$ cat src/rtl/kypd_matrix_scanner.sv
// kypd_matrix_scanner
//   Drives one keypad column low at a time, snapshots the active-low rows,
//   debounces every key on its own and queues debounced key events in a small
//   FIFO read out over a valid/ready handshake.
//   Optional feature: define KYPD_RELEASE_EVT_EN to queue release events too.
//   Without it, releases still update the debounced state but push nothing.
module kypd_matrix_scanner #(
  parameter  int NUM_ROWS      = 4,
  parameter  int NUM_COLS      = 4,
  parameter  int SCAN_CYCLES   = 100000,
  parameter  int SETTLE_CYCLES = 8,
  parameter  int DEBOUNCE      = 3,
  parameter  int FIFO_DEPTH    = 4,
  localparam int NUM_KEYS      = NUM_ROWS * NUM_COLS,
  localparam int CODE_W        = (NUM_KEYS > 1) ? $clog2(NUM_KEYS) : 1
) (
  input  logic                clk,
  input  logic                rst_n,
  input  logic [NUM_ROWS-1:0] Row,
  output logic [NUM_COLS-1:0] Col,
  output logic [CODE_W-1:0]   KeyCode,
  output logic                KeyPress,
  output logic                KeyValid,
  input  logic                KeyReady,
  output logic                KeyHeld,
  output logic                Overflow,
  input  logic                OvfClr
);

  localparam int T_W   = (SCAN_CYCLES > 1) ? $clog2(SCAN_CYCLES) : 1;
  localparam int C_W   = (NUM_COLS > 1) ? $clog2(NUM_COLS) : 1;
  localparam int R_W   = (NUM_ROWS > 1) ? $clog2(NUM_ROWS) : 1;
  localparam int CNT_W = $clog2(DEBOUNCE + 1);
  localparam int PTR_W = $clog2(FIFO_DEPTH);
  localparam int OCC_W = PTR_W + 1;

  typedef struct packed {
    logic              press;
    logic [CODE_W-1:0] code;
  } evt_t;

  // Column sequencer
  logic [T_W-1:0] t_q, t_d;
  logic [C_W-1:0] c_q, c_d;
  logic           t_wrap;

  // Row snapshot and per-key debounce state
  logic [NUM_ROWS-1:0] snap_q;
  logic [NUM_KEYS-1:0] deb_q, deb_d;
  logic [CNT_W-1:0]    cnt_q [NUM_KEYS];
  logic [CNT_W-1:0]    cnt_d [NUM_KEYS];
  logic                eval_en;
  logic [R_W-1:0]      eval_row;
  logic [CODE_W-1:0]   key_idx;
  logic                raw;

  // Debounced event and FIFO push/pop
  logic              evt_valid;
  logic              evt_press;
  logic [CODE_W-1:0] evt_code;
  logic              push, pop, do_write, full, empty, ovf_set;

  // FIFO storage and status
  evt_t             mem_q [FIFO_DEPTH];
  logic [PTR_W-1:0] wr_ptr_q, rd_ptr_q;
  logic [OCC_W-1:0] occ_q, occ_d;
  logic             ovf_q, ovf_d;
  logic             held_q;

  // Next column/cycle position of the scan
  // NOTE: combinational blocks use blocking '=' so later statements see the
  // values computed earlier in the same pass; clocked blocks use '<=' only.
  always_comb begin
    t_wrap = (t_q == T_W'(SCAN_CYCLES - 1));
    t_d    = t_wrap ? '0 : t_q + T_W'(1);
    c_d    = c_q;
    if (t_wrap) begin
      c_d = (c_q == C_W'(NUM_COLS - 1)) ? '0 : c_q + C_W'(1);
    end
  end

  // Scan position registers
  always_ff @(posedge clk or negedge rst_n) begin
    if (!rst_n) begin
      t_q <= '0;
      c_q <= '0;
    end else begin
      t_q <= t_d;
      c_q <= c_d;
    end
  end

  assign Col = ~(NUM_COLS'(1) << c_q);

  // Capture the inverted rows once they have settled after a column switch
  always_ff @(posedge clk or negedge rst_n) begin
    if (!rst_n) begin
      snap_q <= '0;
    end else if (t_q == T_W'(SETTLE_CYCLES)) begin
      snap_q <= ~Row;
    end
  end

  // Select the row evaluated this cycle: one row per cycle, ascending
  // NOTE: every output of a combinational block gets a default first so no
  // path leaves it unassigned, which would otherwise infer a latch.
  always_comb begin
    eval_en  = 1'b0;
    eval_row = '0;
    for (int r = 0; r < NUM_ROWS; r++) begin
      if (t_q == T_W'(SETTLE_CYCLES + 1 + r)) begin
        eval_en  = 1'b1;
        eval_row = R_W'(r);
      end
    end
  end

  assign key_idx = CODE_W'(int'(eval_row) * NUM_COLS + int'(c_q));
  assign raw     = snap_q[eval_row];

  // Debounce the evaluated key and generate an event on a state change
  always_comb begin
    deb_d     = deb_q;
    cnt_d     = cnt_q;
    evt_valid = 1'b0;
    evt_press = 1'b0;
    evt_code  = key_idx;
    if (eval_en) begin
      if (raw == deb_q[key_idx]) begin
        cnt_d[key_idx] = '0;
      end else if (int'(cnt_q[key_idx]) + 1 == DEBOUNCE) begin
        deb_d[key_idx] = raw;
        cnt_d[key_idx] = '0;
        evt_valid      = 1'b1;
        evt_press      = raw;
      end else begin
        cnt_d[key_idx] = cnt_q[key_idx] + CNT_W'(1);
      end
    end
  end

  // Debounce state registers
  always_ff @(posedge clk or negedge rst_n) begin
    if (!rst_n) begin
      deb_q <= '0;
      for (int k = 0; k < NUM_KEYS; k++) cnt_q[k] <= '0;
    end else begin
      deb_q <= deb_d;
      cnt_q <= cnt_d;
    end
  end

  // FIFO control: push filtering, full/empty, overflow detection
  always_comb begin
`ifdef KYPD_RELEASE_EVT_EN
    push = evt_valid;
`else
    push = evt_valid & evt_press;
`endif
    full     = (occ_q == OCC_W'(FIFO_DEPTH));
    empty    = (occ_q == '0);
    pop      = !empty && KeyReady;
    do_write = push && (!full || pop);
    ovf_set  = push && full && !pop;
    occ_d    = occ_q + OCC_W'(do_write) - OCC_W'(pop);
    ovf_d    = ovf_q;
    if (ovf_set) begin
      ovf_d = 1'b1;
    end else if (OvfClr) begin
      ovf_d = 1'b0;
    end
  end

  // FIFO pointers, occupancy, overflow flag and held indicator
  always_ff @(posedge clk or negedge rst_n) begin
    if (!rst_n) begin
      wr_ptr_q <= '0;
      rd_ptr_q <= '0;
      occ_q    <= '0;
      ovf_q    <= 1'b0;
      held_q   <= 1'b0;
    end else begin
      if (do_write) wr_ptr_q <= wr_ptr_q + PTR_W'(1);
      if (pop)      rd_ptr_q <= rd_ptr_q + PTR_W'(1);
      occ_q  <= occ_d;
      ovf_q  <= ovf_d;
      held_q <= |deb_q;
    end
  end

  // FIFO storage
  // NOTE: the entry array has no reset; occupancy is reset and the head is
  // masked while empty, so stale contents are never observed.
  always_ff @(posedge clk) begin
    if (do_write) begin
      mem_q[wr_ptr_q] <= '{press: evt_press, code: evt_code};
    end
  end

  // Head-of-queue outputs, forced to zero while nothing is queued
  always_comb begin
    KeyValid = !empty;
    KeyCode  = '0;
    KeyPress = 1'b0;
    if (!empty) begin
      KeyCode  = mem_q[rd_ptr_q].code;
      KeyPress = mem_q[rd_ptr_q].press;
    end
  end

  assign KeyHeld  = held_q;
  assign Overflow = ovf_q;

endmodule

$ cat config.mk
export PLATFORM = sky130hd
export DESIGN_NAME = kypd_matrix_scanner
export DESIGN_NICKNAME = d
export VERILOG_FILES = /design/src/rtl/kypd_matrix_scanner.sv
export SDC_FILE = /design/constraint.sdc
export NUM_CORES = 1
export LEC_CHECK = 0
export CORE_MARGIN = 2
export CORE_UTILIZATION = 35
export CTS_CLUSTER_SIZE = 10
export DETAILED_ROUTE_END_ITERATION = 16
export GPL_ROUTABILITY_DRIVEN = 0
export PLACE_DENSITY_LB_ADDON = 0.2
export SLEW_MARGIN = 30
export SYNTH_ARGS = -nofsm -noshare
export SYNTH_HDL_FRONTEND = slang
export SYNTH_SLANG_ARGS = --single-unit
export TNS_END_PERCENT = 50
$ cat constraint.sdc
create_clock -name clk -period 8.05 [get_ports clk]
set_input_delay 1.61 -clock clk [delete_from_list [all_inputs] [get_ports clk]]
set_output_delay 1.61 -clock clk [all_outputs]
set_load 0.03 [all_outputs]
==> key figures <==
Pwr
  – Maximum vdd drop: 0.000104 V
  – Flop pwr share: 49.7%
  – Sw Pwr: 265 uW
  – Clock share of power: 42.2%
  – Combinational group share of total power: 8.1%
  – Power Density: 190 nW/um^2
  – Int Pwr: 852 uW
  – Switch share: 23.7%
  – Static leakage: 2.46 nW

Critical path
  – Crit end category: flop
  – Worst R2R Path Depth: 16
  – RR Endpoint: occ_q[2]$_DFF_PN0_
  – Reg2Reg Setup Slack: 2.38 ns
  – Critical Path Fanout Max: 24
  – Setup crit start: t_q[0]$_DFF_PN0_
  – Arrival @ worst endpoint: 5.95 ns
  – Setup crit end: occ_q[2]$_DFF_PN0_
  – Setup CP Type: flop to flop
  – Reg2Reg Launch Point: t_q[0]$_DFF_PN0_
  – Worst setup SP type: flop
  – Critical Path RT: 8.33 ns

Clocking
  – Reg clk slew, reported paths: 0.07 ns
  – H-tree depth: 3
  – # Post-CTS Setup Buffers: 0
  – Latest clock arrival within the worst-skew pair: 0.36 ns
  – Clk root buf: clkbuf_16
  – CTS tree: yes
  – CTS Sinks: 100
  – Hold buffers post-CTS: 0
  – Post-CTS resize count: 0
  – CTS Buffer Depth: 2
  – Num CTS Buffers: 9

Detailed routing
  – DRT iter0 DRCs: 293
  – WL final: 11.6 mm
  – Vias/cell: 5.48
  – Vias: 3570
  – Drc violations: 0
  – TritonRoute pass-1 iters: 4
  – DR WL/cell: 17.9 microns
  – Antenna-violating nets left: 0

Cells and area
  – Fillers: 1386
  – Utilization after layout: 40.3%
  – N_diodes: 0
  – Layout cells sized above 1: 17.3%
  – Commonest non-fill, non-tap cell in the layout: dfrtp_1
  – Area Growth Syn to Fin: 11.8%
  – Non-Filler Instances: 651
  – Net count, final: 486
  – Most frequent cells in the layout: dfrtp_1 (80), nand2_1 (46), inv_1 (24), nand3_1 (24), o21ai_0 (21)

Placed design
  – Dpl cells: 635
  – IO buf count: 19
  – DP HPWL: 8.19 mm

Floorplan
  – Starting Density: 36.1%
  – Die height: 127 microns
  – Die ar.: 16000 sq um
  – Io pins: 20
  – Die Wd: 127 microns
  – FP Rows: 44
  – Core ar.: 14600 sq um

Timing
  – Slew HR: 41.9%
  – Achievable Freq: 176 MHz
  – Final setup vio count: 0
  – Slew @ Worst Pin: 0.866 ns
  – Max-slew violation count: 0
  – RSZ-0062 raised after global routing: no
  – Period utilization: 70.4%
  – Hold Vio Cnt, Final: 0
  – Worst clock skew: 0.0127 ns
  – Setup TNS: 0 ns
  – Final min period: 5.67 ns

Status
  – Outcome: completed

Synthesis
  – Avg Inst Size Synth: 11.6 sq um
  – Synth Instances: 454
  – YS warnings: 0
  – Post-synthesis sequential area ratio: 49.5%
  – Syn_nets: 478
  – Post-synth EDFFs: 20
  – Post-synth ARST share: 80.0%
  – Library cells used by synthesis: 59
  – Post-Synthesis Cell Area: 5260 sq um
  – Top_reg_cell synth: dfrtp_1
  – Yosys reg bits: 100

Hold path
  – HP Class: flop to flop

Global routing
  – First-pass GRT wire length: 19.1 mm
  – GRT overflow: 0
  – Maximum number of pins on one net before global-route repair: 81
  – Total Routing Usage GR: 15.4%
  – Initial antenna violation count: 0
  – Vias in the first global route: 3666

Run
  – Max cap viols: 0
-- final cells by class --
type	instances	area [sq um]	area share [%]
Clock buffer	10	229	3.89
Clock inverter	6	93.8	1.60
Inverter	24	90.1	1.53
Multi-Input combinational cell	305	2420	41.2
Sequential cell	100	2600	44.2
Tap cell	184	230	3.91
Timing Repair Buffer	22	214	3.64
-- routing by layer --
metal	vias to the layer above	GRT usage [%]	wire length (microns)
met3	23	2.74	411
met4	0	8.34	354
met2	85	24.5	5600
li1	1659	-	-
met5	-	0	0
met1	1803	20.0	5280
-- power by group through the flow --
stage | sequential [mW] | clock [mW] | combinational [mW]
finish | 0.555 | 0.471 | 0.0909
global route | 0.560 | 0.504 | 0.103
CTS | 0.557 | 0.485 | 0.0936
detailed placement | 0.567 | 0 | 0.0935
global placement | 0.566 | 0 | 0.0907
floorplan | 0.548 | 0 | 0.0804
-- how the worst min path moves through the flow --
stage,depth (start not counted),from,endpoint
after floorplan,2,cnt_q[10]$_DFFE_PN0P_,cnt_q[10]$_DFFE_PN0P_
after global placement,2,cnt_q[0]$_DFFE_PN0P_,cnt_q[0]$_DFFE_PN0P_
after detailed placement,2,cnt_q[0]$_DFFE_PN0P_,cnt_q[0]$_DFFE_PN0P_
after global routing,2,cnt_q[30]$_DFFE_PN0P_,cnt_q[30]$_DFFE_PN0P_
final,2,cnt_q[10]$_DFFE_PN0P_,cnt_q[10]$_DFFE_PN0P_
after CTS,2,cnt_q[0]$_DFFE_PN0P_,cnt_q[0]$_DFFE_PN0P_
-- through the flow --
step | worst slack (ns) | hold slack, ns | total power [mW] | cell area (sq um)
3_5_place_dp | 2.40 | 0.464 | 0.660 | 5560
6_report | 2.38 | 0.480 | 1.12 | 5880
2_1_floorplan | 3.92 | 0.438 | 0.628 | 5260
5_1_grt | 1.87 | 0.502 | 1.17 | 5880
3_3_place_gp | 2.59 | 0.452 | 0.656 | 5560
4_1_cts | 2.38 | 0.479 | 1.14 | 5880
-- synthesized netlist by cell type, types with 4 or more instances --
cell / instances / area share (%)
and2_1: 14 / 1.7
nand4_1: 4 / 0.48
nand2_1: 46 / 3.3
nand3_1: 24 / 2.3
clkbuf_1: 13 / 0.93
o21ai_0: 21 / 2.0
xor2_1: 6 / 1.0
or3_1: 6 / 0.71
a41oi_1: 4 / 0.67
mux2i_1: 8 / 1.5
o21ai_2: 5 / 0.83
buf_2: 5 / 0.48
dfrtp_1: 80 / 38
mux4_2: 15 / 6.4
xnor2_1: 14 / 2.3
a31oi_1: 14 / 1.7
o21ai_1: 7 / 0.67
o41ai_2: 6 / 1.9
o2bb2ai_1: 4 / 0.67
nor4_1: 4 / 0.48
ha_1: 15 / 3.6
edfxtp_1: 20 / 11
o41ai_1: 6 / 1.0
nor3_1: 5 / 0.48
and3_1: 6 / 0.71
nor2_1: 16 / 1.1
inv_1: 24 / 1.7
mux2_2: 17 / 3.6
-- registers in the layout, indices dropped and copies added, names as in the netlist --
signal,flops
cnt_q,32
mem_q,20
t_q,17
deb_q,16
snap_q,4
occ_q,3
c_q,2
rd_ptr_q,2
wr_ptr_q,2
KeyHeld,1
Overflow,1
-- kinds of logic after synthesis --
| family | after synthesis | share of synthesized area [%] |
|---|---|---|
| compound gates | 83 | 12.0 |
| xor+xnor | 20 | 3.33 |
| fa+ha+maj | 16 | 3.95 |
| buf+inv | 49 | 4.49 |
| flops | 100 | 49.5 |
| mux | 42 | 12.1 |
| simple gates | 144 | 14.7 |
-- worst max-delay path, stage by stage (launching register included) --
cell and delay [ns]:
dfrtp_1 0.44, ha_1 0.30, or3b_4 0.42, a21oi_2 0.18
nand2_2 0.12, inv_1 0.57, o211ai_2 0.47, inv_1 0.16
ha_1 0.65, nand2_1 0.25, nor3_2 0.72, and3_1 0.40
ha_1 0.19, inv_1 0.05, fa_1 0.37, xnor2_1 0.18
xnor2_1 0.14
No activity file was read; power rests on OpenSTA's default activity.
